## src/rtl/mem_arbiter_pkg.sv

```systemverilog
// Shared RISC-V core types: ALU opcodes plus the instruction/data memory arbiter
// state and owner encodings.
package mem_arbiter_pkg;

  typedef enum logic [3:0] {
    ALU_ADD,
    ALU_SUB,
    ALU_AND,
    ALU_OR,
    ALU_XOR,
    ALU_SLL,
    ALU_SRL,
    ALU_SRA,
    ALU_SLT,
    ALU_SLTU
  } alu_op_e;

  typedef enum logic [1:0] {
    IDLE,
    REQ,
    WAIT
  } arb_state_e;

  typedef enum logic {
    OWNER_IFU,
    OWNER_LSU
  } arb_owner_e;

  localparam int ARB_CNT_W = 8;

  // On a tie the requester that did not win last time goes next.
  function automatic arb_owner_e pick_owner(input logic ifu_req,
                                            input logic lsu_req,
                                            input arb_owner_e last_owner);
    arb_owner_e winner;
    if (ifu_req && lsu_req) begin
      winner = (last_owner == OWNER_IFU) ? OWNER_LSU : OWNER_IFU;
    end else if (lsu_req) begin
      winner = OWNER_LSU;
    end else begin
      winner = OWNER_IFU;
    end
    return winner;
  endfunction

endpackage

```

## src/rtl/mem_arbiter.sv

```systemverilog
// Two-port (fetch / load-store) arbiter onto a single memory port with one
// outstanding transaction, round-robin tie break and a response timeout.
module mem_arbiter
  import mem_arbiter_pkg::*;
#(
  parameter int TIMEOUT = 255
) (
  input  logic        clk,
  input  logic        rst_n,
  input  logic        ifu_req,
  input  logic [31:0] ifu_addr,
  output logic        ifu_gnt,
  output logic        ifu_rvalid,
  output logic [31:0] ifu_rdata,
  output logic        ifu_err,
  input  logic        lsu_req,
  input  logic        lsu_we,
  input  logic [31:0] lsu_addr,
  input  logic [31:0] lsu_wdata,
  output logic        lsu_gnt,
  output logic        lsu_rvalid,
  output logic [31:0] lsu_rdata,
  output logic        lsu_err,
  output logic        mem_req,
  output logic        mem_we,
  output logic [31:0] mem_addr,
  output logic [31:0] mem_wdata,
  input  logic        mem_ready,
  input  logic        mem_rvalid,
  input  logic [31:0] mem_rdata
);

  localparam logic [ARB_CNT_W-1:0] TIMEOUT_CNT = ARB_CNT_W'(TIMEOUT);

  arb_state_e           state_reg;
  arb_owner_e           owner_reg;
  arb_owner_e           last_owner_reg;
  arb_owner_e           owner_next;
  logic [ARB_CNT_W-1:0] cnt_reg;
  logic                 resp_fire;

  assign owner_next = pick_owner(ifu_req, lsu_req, last_owner_reg);
  assign resp_fire  = mem_rvalid || (cnt_reg == TIMEOUT_CNT);

  // Grant is the memory handshake itself, so it follows mem_ready in the same cycle.
  assign ifu_gnt = (state_reg == REQ) && mem_ready && (owner_reg == OWNER_IFU);
  assign lsu_gnt = (state_reg == REQ) && mem_ready && (owner_reg == OWNER_LSU);

  always_ff @(posedge clk) begin
    if (!rst_n) begin
      state_reg      <= IDLE;
      owner_reg      <= OWNER_IFU;
      last_owner_reg <= OWNER_IFU;
      cnt_reg        <= '0;
      mem_req        <= 1'b0;
      mem_we         <= 1'b0;
      mem_addr       <= '0;
      mem_wdata      <= '0;
      ifu_rvalid     <= 1'b0;
      ifu_rdata      <= '0;
      ifu_err        <= 1'b0;
      lsu_rvalid     <= 1'b0;
      lsu_rdata      <= '0;
      lsu_err        <= 1'b0;
    end else begin
      ifu_rvalid <= 1'b0;
      ifu_rdata  <= '0;
      ifu_err    <= 1'b0;
      lsu_rvalid <= 1'b0;
      lsu_rdata  <= '0;
      lsu_err    <= 1'b0;

      case (state_reg)
        IDLE: begin
          if (ifu_req || lsu_req) begin
            owner_reg <= owner_next;
            state_reg <= REQ;
            mem_req   <= 1'b1;
            if (owner_next == OWNER_LSU) begin
              mem_we    <= lsu_we;
              mem_addr  <= lsu_addr;
              mem_wdata <= lsu_wdata;
            end else begin
              mem_we    <= 1'b0;
              mem_addr  <= ifu_addr;
              mem_wdata <= '0;
            end
          end
        end

        REQ: begin
          if (mem_ready) begin
            last_owner_reg <= owner_reg;
            cnt_reg        <= '0;
            state_reg      <= WAIT;
            mem_req        <= 1'b0;
            mem_we         <= 1'b0;
            mem_addr       <= '0;
            mem_wdata      <= '0;
          end
        end

        WAIT: begin
          // A real response beats a timeout landing in the same cycle.
          if (resp_fire) begin
            state_reg <= IDLE;
            if (owner_reg == OWNER_LSU) begin
              lsu_rvalid <= 1'b1;
              lsu_rdata  <= mem_rvalid ? mem_rdata : '0;
              lsu_err    <= !mem_rvalid;
            end else begin
              ifu_rvalid <= 1'b1;
              ifu_rdata  <= mem_rvalid ? mem_rdata : '0;
              ifu_err    <= !mem_rvalid;
            end
          end else begin
            cnt_reg <= cnt_reg + 1'b1;
          end
        end

        default: state_reg <= IDLE;
      endcase
    end
  end

endmodule

```

## config.mk

```make
export PLATFORM = sky130hd
export DESIGN_NAME = mem_arbiter
export DESIGN_NICKNAME = d
export VERILOG_FILES = /design/src/rtl/mem_arbiter_pkg.sv /design/src/rtl/mem_arbiter.sv
export SDC_FILE = /design/constraint.sdc
export NUM_CORES = 1
export LEC_CHECK = 0
export CAP_MARGIN = 20
export CORE_ASPECT_RATIO = 0.6
export CORE_MARGIN = 10
export CORE_UTILIZATION = 25
export CTS_BUF_LIST = sky130_fd_sc_hd__clkbuf_2 sky130_fd_sc_hd__clkbuf_4 sky130_fd_sc_hd__clkbuf_8
export DETAILED_ROUTE_END_ITERATION = 16
export GPL_TIMING_DRIVEN = 1
export SYNTH_ARGS = -nofsm -noshare
export SYNTH_HDL_FRONTEND = slang
export SYNTH_SLANG_ARGS = --single-unit
```

## constraint.sdc

```tcl
create_clock -name clk -period 2.9 [get_ports clk]
set_clock_uncertainty 0.05 [all_clocks]
set_input_delay 0.58 -clock clk [delete_from_list [all_inputs] [get_ports clk]]
set_output_delay 0.58 -clock clk [all_outputs]
set_load 0.1 [all_outputs]
```

# == Word level (Yosys, flattened, before mapping) ==
# Index checks and enable logic that the tools add are counted.
# op_classes
add_sub_neg,1
mul,0
n_div,0
n_lt_le_gt_ge,0
eq_ne,7
n_shift,0
muxes,26
bitwise_logic,4
reduce_logical,18
# op_table
cell,n
2-to-1 mux 32 bit,6
one-hot mux 32 bit (2 select lines),2
2-to-1 mux 8 bit,2
one-hot mux 8 bit (2 select lines),1
AND reduction 3 bit,4
2-to-1 mux 1 bit,9
adder 8 x 1 -> 8 bit (second input constant),1
== test 8 bit (second input constant),1
!= test 2 bit (second input constant),4
2-to-1 mux 2 bit,3
one-hot mux 2 bit (3 select lines),1
logical AND 1 bit,4
inverter 1 bit,4
one-hot mux 1 bit (2 select lines),2
AND reduction 2 bit,2
AND reduction 4 bit,1
nonzero test 2 bit,2
OR reduction 4 bit,1
== test 2 x 1 -> 1 bit (second input constant),1
== test 2 bit (second input constant),1
zero test 2 bit,1
logical OR 1 bit,2
zero test 1 bit,1
# totals
register_bits,146
latchBits,0
ram_bits,0
rom_bits,0
in_bits,135
out_inout_bits,136
wordCells,70
memories,0

# == Logic depth before layout (Yosys ltp) ==
# Gate-level depths: netlist of the first run.
# logic_depth
depth_word,5
mapped_depth,8
depth_no_buf,5

# == Least setup slack after synthesis of the first run ==
# OpenSTA, ideal clock, no wires.
# synth_path
path_kind,input to output
from,in mem_ready
to,out lsu_gnt
t_arrival_ns,2.056
required_ns,2.270
path_slack_ns,0.214
stages,2
path_buffers,0
cell_sequence,nand3b_1 nor2_1
# synth_between
elab_chain_cells,2
# synth_lines
element,line,source
"start, declared",mem_arbiter.sv:28,"input logic mem_ready,"
logical AND 1 bit (2 in a row),mem_arbiter.sv:47,assign lsu_gnt = (state_reg == REQ) && mem_ready && (owner_reg == OWNER_LSU);
"end, declared",mem_arbiter.sv:20,"output logic lsu_gnt,"
# Every way passes these cells.

# == Worst setup path in the final report of the first run ==
# Ends and elaborated chain as after synthesis.

==> metrics.cfg, run 1 <==
[synth]
synth_area_mm2 = 0.005419
synth_common_cells = 146 x dfxtp_1, 66 x and2_1, 33 x mux2i_1
synthMostInstantiatedCell = dfxtp_1
synth_nets = 581
synth_simple_gate_area_share = 0.1741
async_flop_share = 0
syn_avg_cell_area_um2 = 12.18
ys_ff_latch = 146
synth_cell_type_count = 44
synth_top_family_by_area = compound AO/OA/AOI/OAI gates
synth_fa_ha_area_frac = 0.002309
synthXorXnorAreaFrac = 0.003233
yosys.area.top_type_share = 0.5394
synth_compound_area_frac = 0.1819
yosysSeqAreaShare = 0.5394
ys_top_cells_by_area = dfxtp_1 54%, o2bb2ai_2 8.3%, and2_1 7.6%
ys.flop_type = dfxtp_1
yosysTopAreaCell = dfxtp_1
yosysWarnings = 0
netlist_instances = 445
synthMuxAreaShare = 0.06096
synth_edf_count = 0

[worst_setup_path]
end_kind = output port
path_max_fanout = 7
cpMaxStageDelayCell = clkdlybuf4s50_1
start_kind = input port
required_ns = 2.27
crit_type = input port to output port
path_cells = clkdlybuf4s50_1 > nand3b_1 > nor2_1 > buf_12
arrival_ns = 1.81
rrSetupSlack_ns = 1.05
slowest_delay_ns = 0.50

[placement]
dp_cells = 972
port_buffers = 270
place_congestion = 0.8805
dp_hpwl_um = 13680

[clock_tree]
cts_root_buffer = clkbuf_8
post_cts_buffers = 0
cts_buffers = 17
ctsHoldBuffers = 0
h-tree-depth = 4
cts_tree = done
worstSkewPairLatency_ns = 0.44
cts_buffer_depth = 2
post_cts_resized = 0
cts.clk_slew.worst_paths_ns = 0.08
clock_sinks = 146

[run_status]
status = finished clean

[grt]
grt_max_degree = 35
grt_pass1_wl_um = 27040
grt_overflow_total = 0
grt_pass1_vias = 4538
grt_usage = 0.1230
grt_antenna_before_repair = 0

[timing]
final-setup-viol-count = 0
worstMarginPinSlew_ns = 0.5657
finalSetupTns_ns = 0
slew_violations = 0
rsz0062_at_grt = no
min_period_over_period = 0.8399
period_minus_slack_ns = 2.436
hold_viol_final = 0
maxSlewHeadroom = 0.6229
fmax_ghz = 0.4106

[floorplan]
row_count = 41
core_area_mm2 = 0.02114
start_util = 0.2564
die_area_mm2 = 0.02816
fp.dieW_um = 210.1
io_pins = 271
dieHeight_um = 134.0

[power_and_ir_drop]
power_leakage_nw = 3.496
ir_worst_vdd_uv = 274.8
powerDensity_mw_per_mm2 = 587.0

[drt]
drt.antenna.violating_nets = 0
drt_first_pass_iters = 4
drc = 0
vias = 4306
vias_per_cell = 4.289
drtIter0Drc = 205
wire_per_inst_um = 17.71
drt-total-wl_um = 17780

[final_layout]
diodes = 0
nNetsFinal = 848
stdcell_count = 1004
drive_gt1_frac = 0.3586
syn_to_final_growth_pct = 56.55

[job]
drv_cap = 0

[hold_path]
holdCritPathClass = flip-flop to flip-flop

[logic make-up after synthesis]
family                   count (synthesis)
buffers and inverters                   33
AND/OR/NAND/NOR                        146
adder cells (fa/ha/maj)                  1
AO/OA/AOI/OAI                           84
flip-flops                             146
multiplexers                            33
XOR/XNOR                                 2
[routing by layer]
layer  vias to the layer above  wire length (um)  global-route usage
li1                       2089                 -                   -
met1                      2071              8088              0.1494
met2                       134              8567              0.2003
met3                        12               911             0.04081
met4                         0               210             0.04099
met5                         -                 0                   0
[final cells by class]
cell class,count,area (um2)
Tap cell,279,349.1
Inverter,3,11.26
Clock buffer,21,270.3
Multi-Input combinational cell,266,2305
Timing Repair Buffer,278,2472
Fill cell,2025,12650
Sequential cell,146,2923
Clock inverter,11,152.6
[cell usage in the layout (no fill, tap or decap), drive strengths merged, types with 5 or more instances in the layout]
master	instances
dfxtp	146
buf	144
clkdlybuf4s50	134
and2	67
nor2b	35
a22oi	34
mux2i	33
o2bb2ai	32
clkbuf	21
nor2	10
nand3	7
nand2	7
o21ai	5
inv	5
[power breakdown]
group	switching, W	internal (W)	total [W]
combinational	0.000764	0.000374	0.00114
clock	0.000797	0.000909	0.00171
sequential	0.0000578	0.00208	0.00214
[worst max-delay path, delay by kind of cell]
family / cells / cell delay (ns)
and+or+nand+nor: 2 / 0.50
buffers and inverters: 2 / 0.72
[through the flow]
stage          hold slack [ns]  setup slack, ns  power (W)  instance area, um2  utilization
3_5_place_dp            0.4064           0.4665   0.003327                8060       0.3814
3_3_place_gp            0.4030           0.4901   0.003314                8060       0.3814
2_1_floorplan           0.3841           0.2140   0.002957                5419            -
6_report                0.4266           0.4643   0.004980                8483       0.4014
5_1_grt                 0.4382           0.2933   0.005193                8483       0.4014
4_1_cts                 0.4283           0.4416   0.005057                8483       0.4014
[path summary, 6_finish.rpt]
path	start	cells past startpoint	endpoint
max	mem_ready	4	lsu_gnt
min	mem_addr[25]	1	mem_addr[25]
max reg2reg	cnt_reg[0]	5	cnt_reg[6]
min reg2reg	mem_addr[25]	1	mem_addr[25]
Power figures use the tool's default switching activity.
==> inputs of run 2 (changes only) <==
==> constraint.sdc (replaced) <==
create_clock -name clk -period 2.3 [get_ports clk]
set_clock_uncertainty 0.05 [all_clocks]
set_input_delay 0.46 -clock clk [delete_from_list [all_inputs] [get_ports clk]]
set_output_delay 0.46 -clock clk [all_outputs]
set_load 0.1 [all_outputs]
==> metrics.cfg, run 2 (synthesis gave the netlist of run 1 again) <==
[final_layout]
fill_cells = 2032  ; +0.35%
multi_input_area_mm2 = 0.002308  ; +0.16%
syn_to_final_growth_pct = 57.98
final_cell_mix = 145 x dfxtp_1, 143 x buf_4, 134 x clkdlybuf4s50_1
nNetsFinal = 854  ; +0.71%
final_common_cell = dfxtp_1
stdcell_count = 1011  ; +0.70%
final-seq-area_mm2 = 0.002924  ; about the same
drive_gt1_frac = 0.3666  ; +0.008000
finalInstanceArea_mm2 = 0.008561  ; +0.91%

[floorplan]
fp.dieW_um = 210.1  ; unchanged
row_count = 41  ; unchanged
start_util = 0.2564  ; unchanged
core_area_mm2 = 0.02114  ; unchanged
die_area_mm2 = 0.02816  ; unchanged
dieHeight_um = 134.0  ; unchanged
io_pins = 271  ; unchanged

[timing]
fmax_ghz = 0.4848
finalHoldWorstSlack_ns = 0.4234  ; -0.003226 ns
slew_violations = 0  ; unchanged
min_period_over_period = 0.8968
rsz0062_at_grt = no
maxSlewHeadroom = 0.6257  ; +0.002787
final-setup-viol-count = 0  ; unchanged
finalSetupTns_ns = 0  ; unchanged
hold_viol_final = 0  ; unchanged
worstMarginPinSlew_ns = 0.5615  ; -0.004180 ns
period_minus_slack_ns = 2.063

[placement]
place_area_mm2 = 0.008147  ; +1.1%
dp_cells = 978  ; +0.62%
place_congestion = 0.8523  ; -3.2%
dp_hpwl_um = 13750  ; +0.54%
port_buffers = 270  ; unchanged

[run_status]
status = finished clean

[worst_setup_path]
required_ns = 1.79  ; -0.48 ns
path_max_fanout = 3  ; -4
rrSetupSlack_ns = 0.56  ; -0.49 ns
r2r_start = cnt_reg[0]
start_kind = input port
crit_type = input port to output port
crit_end = lsu_gnt
end_kind = output port
reg2reg_depth = 5  ; unchanged
cp-startpoint = mem_ready
arrival_ns = 1.55  ; -0.26 ns
r2r_end = cnt_reg[5]

[drt]
vias_per_cell = 4.203  ; -2.0%
wire_per_inst_um = 17.11  ; -3.4%
drc = 0  ; unchanged
drt-total-wl_um = 17300  ; -2.7%
drt.antenna.violating_nets = 0  ; unchanged
drtIter0Drc = 165  ; -20%
drt_first_pass_iters = 4  ; unchanged
vias = 4249  ; -1.3%

[grt]
grt_max_degree = 34  ; -2.9%
grt_pass1_wl_um = 26520  ; -1.9%
grt_pass1_vias = 4435  ; -2.3%
grt_overflow_total = 0  ; unchanged
grt_antenna_before_repair = 1  ; +1
grt_usage = 0.1193  ; -0.003643

[clock_tree]
h-tree-depth = 4  ; unchanged
clock_sinks = 146  ; unchanged
cts_buffer_depth = 2  ; unchanged
cts_buffers = 17  ; unchanged
worstSkewPairLatency_ns = 0.43  ; about the same
cts.clk_slew.worst_paths_ns = 0.07  ; about the same
cts_tree = done
cts_root_buffer = clkbuf_8
ctsHoldBuffers = 0  ; unchanged

[power_and_ir_drop]
power_leakage_nw = 3.530  ; +0.96%
ir_worst_vdd_uv = 381.4  ; +39%
powerDensity_mw_per_mm2 = 725.0  ; +24%
power_w = 0.006207  ; +25%

[hold_path]
holdCritPathClass = flip-flop to flip-flop
min_path_cells = 1  ; unchanged

[job]
drv_cap = 0  ; unchanged

run 2: cell type report:
cell class                      count  share of cell area
Clock inverter                     14             0.01900
Sequential cell                   146              0.3416
Antenna cell                        1           0.0002923
Multi-Input combinational cell    266              0.2697
Tap cell                          279             0.04078
Timing Repair Buffer              284              0.2985
Inverter                            3            0.001315
Clock buffer                       18             0.02894
run 2: worst min path at each step:
stage / startpoint / endpoint
floorplan: owner_reg / ifu_err
global placement: mem_addr[0] / mem_addr[0]
detailed placement: mem_addr[31] / mem_addr[31]
CTS: mem_addr[16] / mem_addr[16]
global route: mem_addr[30] / mem_addr[30]
finish: mem_addr[13] / mem_addr[13]
run 2: power by group:
| group | switching (W) | internal, W | leakage, nW |
|---|---|---|---|
| Combinational | 0.000963 | 0.000487 | 2.14 |
| Sequential | 0.0000731 | 0.00262 | 1.19 |
| Clock | 0.000968 | 0.00110 | 0.201 |
run 2: metal layers:
layer | share of wire | up-vias | track usage
met5 | 0 | - | 0
met2 | 0.49 | 129 | 0.1978
met3 | 0.049 | 10 | 0.03895
met1 | 0.45 | 2007 | 0.1437
met4 | 0.012 | 0 | 0.03701
li1 | - | 2103 | -
run 2: critical path, stage by stage:
cell,delay [ns]
clkdlybuf4s50_1,0.52
nand3b_1,0.16
nor2_2,0.21
buf_12,0.20
run 2: repair_timing:
item                                    4_1_cts  5_1_grt
resized for setup                             0        1
endpoints found under the setup margin        0        2
buffers inserted                              0        0
run 2: per-stage QoR:
stage | setup WS, ns | utilization
after floorplan | 0.2468 | -
final | 0.2373 | 0.4050
after global routing | 0.1226 | 0.4049
after global placement | 0.09756 | 0.3854
after CTS | 0.07824 | 0.4049
after detailed placement | 0.04066 | 0.3854
==> inputs of run 3 (changes only) <==
--- a/config.mk
+++ b/config.mk
@@ -6,7 +6,7 @@
 export NUM_CORES = 1
 export LEC_CHECK = 0
 export CAP_MARGIN = 20
-export CORE_ASPECT_RATIO = 0.6
+export CORE_ASPECT_RATIO = 0.5
 export CORE_MARGIN = 10
 export CORE_UTILIZATION = 25
 export CTS_BUF_LIST = sky130_fd_sc_hd__clkbuf_2 sky130_fd_sc_hd__clkbuf_4 sky130_fd_sc_hd__clkbuf_8
==> metrics.cfg, run 3 (synthesis gave the netlist of run 1 again) <==
[floorplan]
fp.dieW_um = 228.2  ; +8.6%
core_area_mm2 = 0.02093  ; -0.99%
start_util = 0.2590  ; +0.002576
die_area_mm2 = 0.02832  ; +0.58%
row_count = 37  ; -9.8%
io_pins = 271  ; unchanged
dieHeight_um = 124.1  ; -7.4%

[clock_tree]
worstSkewPairLatency_ns = 0.45  ; +0.02 ns
cts_buffer_depth = 2  ; unchanged
clock_sinks = 146  ; unchanged
cts_root_buffer = clkbuf_8
h-tree-depth = 4  ; unchanged
cts.clk_slew.worst_paths_ns = 0.09  ; +0.02 ns
cts_buffers = 17  ; unchanged
cts_tree = done
ctsHoldBuffers = 0  ; unchanged

[power_and_ir_drop]
power_leakage_nw = 3.537  ; +0.20%
ir_worst_vdd_uv = 307.3  ; -19%
powerDensity_mw_per_mm2 = 723.5  ; -0.21%

[hold_path]
holdCritPathClass = flip-flop to flip-flop

[worst_setup_path]
reg2reg_depth = 5  ; unchanged
crit_type = flip-flop to output port
cp_top_family = simple AND/OR/NAND/NOR gates
rrSetupSlack_ns = 0.54  ; -0.02 ns
r2r_start = cnt_reg[0]
start_kind = flip-flop
arrival_ns = 1.56  ; about the same
crit_buf_inv = 1  ; -1
path_max_fanout = 9  ; +6
crit_end = lsu_gnt
required_ns = 1.79  ; about the same
crit_cells = 3  ; -1
slowest_delay_ns = 0.43  ; -0.09 ns
r2r_end = cnt_reg[2]
cp-startpoint = state_reg[1]
path_cells = nand3b_1 > nor2_2 > buf_12
cpMaxStageDelayCell = dfxtp_1
end_kind = output port

[final_layout]
syn_to_final_growth_pct = 58.72
fin_util = 0.4110  ; +0.005982
finalInstanceArea_mm2 = 0.008601  ; +0.47%
final_cell_mix = 145 x dfxtp_1, 139 x buf_4, 134 x clkdlybuf4s50_1
final_common_cell = dfxtp_1
diodes = 0  ; -1
drive_gt1_frac = 0.3658  ; -0.0008676
nNetsFinal = 853  ; -0.12%

[timing]
rsz0062_at_grt = no
maxSlewHeadroom = 0.6813  ; +0.05567
hold_viol_final = 0  ; unchanged
final-setup-viol-count = 0  ; unchanged
finalSetupTns_ns = 0  ; unchanged
worstMarginPinSlew_ns = 0.4716  ; -0.08993 ns
min_period_over_period = 0.8999  ; +0.003067
slew_violations = 0  ; unchanged
period_minus_slack_ns = 2.070  ; +0.007053 ns
fmax_ghz = 0.4832  ; -0.34%

[drt]
drt_first_pass_iters = 4  ; unchanged
drt.antenna.violating_nets = 0  ; unchanged
wire_per_inst_um = 17.28  ; +0.98%
drc = 0  ; unchanged
vias_per_cell = 4.139  ; -1.5%
drtIter0Drc = 207  ; +25%
vias = 4230  ; -0.45%
drt-total-wl_um = 17660  ; +2.1%

[placement]
port_buffers = 270  ; unchanged
place_area_mm2 = 0.008193  ; +0.57%
dp_hpwl_um = 13990  ; +1.7%
place_congestion = 0.7205  ; -15%

[job]
drv_cap = 0  ; unchanged

[grt]
grt_overflow_total = 0  ; unchanged
grt_antenna_before_repair = 1  ; unchanged
grt_pass1_wl_um = 26410  ; -0.39%
grt_pass1_vias = 4302  ; -3.0%
grt_usage = 0.1199  ; +0.0005884
grt_max_degree = 43  ; +26%

[run_status]
status = finished clean

## run 3: cell count changes in the layout (fill, tap and decap cells not counted), sizes merged
| cell | delta |
|---|---|
| buf | -1 |
| clkinv | -4 |
| inv | +8 |
| bufinv | -2 |
| diode | -1 |
| clkinvlp | -2 |
## run 3: power by group
part	switching [W]	internal (W)	leakage, nW	total, W
Clock	0.00112	0.000939	0.202	0.00206
Combinational	0.000968	0.000500	2.15	0.00147
Sequential	0.0000706	0.00262	1.19	0.00269
Total	0.00216	0.00406	3.54	0.00622
## run 3: area by class of cell
| class | count | area (um2) |
|---|---|---|
| clock buffer | 18 | 247.7 |
| sequential | 146 | 2924 |
| inverter | 3 | 11.26 |
| tap | 292 | 365.4 |
| clock inverter | 14 | 158.9 |
| timing repair buffer | 283 | 2585 |
| multi-input combinational | 266 | 2308 |
| fill | 2066 | 12320 |
## run 3: stage by stage
step           instances  power [W]  hold WS [ns]  setup WS, ns
2_1_floorplan        445   0.003729        0.3937        0.2468
3_3_place_gp         990   0.004218        0.4001        0.1883
5_1_grt             1022   0.006491        0.4385        0.1432
3_5_place_dp         990   0.004228        0.4100        0.1650
6_report            1022   0.006222        0.4246        0.2303
4_1_cts             1022   0.006335        0.4291       0.08604
## run 3: what timing repair did
item	in CTS	in global routing
endpoints found under the hold margin	0	0
buffers inserted	0	0
resized for setup	0	1
endpoints found under the setup margin	0	1
## run 3: how the worst min path moves through the flow
stage,startpoint,endpoint,slack (ns),cells after the start
3_3_place_gp,mem_addr[31],mem_addr[31],0.40,1
3_5_place_dp,mem_addr[7],mem_addr[7],0.41,1
2_1_floorplan,owner_reg,ifu_err,0.39,1
4_1_cts,mem_addr[27],mem_addr[27],0.43,1
6_report,mem_addr[28],mem_addr[28],0.42,1
5_1_grt,mem_addr[28],mem_addr[28],0.44,1
## run 3: routing by layer
metal | vias to the layer above | global-route usage | routed length (um)
met5 | - | 0 | 13
met4 | 2 | 0.05585 | 382
met1 | 2015 | 0.1244 | 6489
met2 | 69 | 0.2350 | 10270
li1 | 2118 | - | -
met3 | 26 | 0.02315 | 499
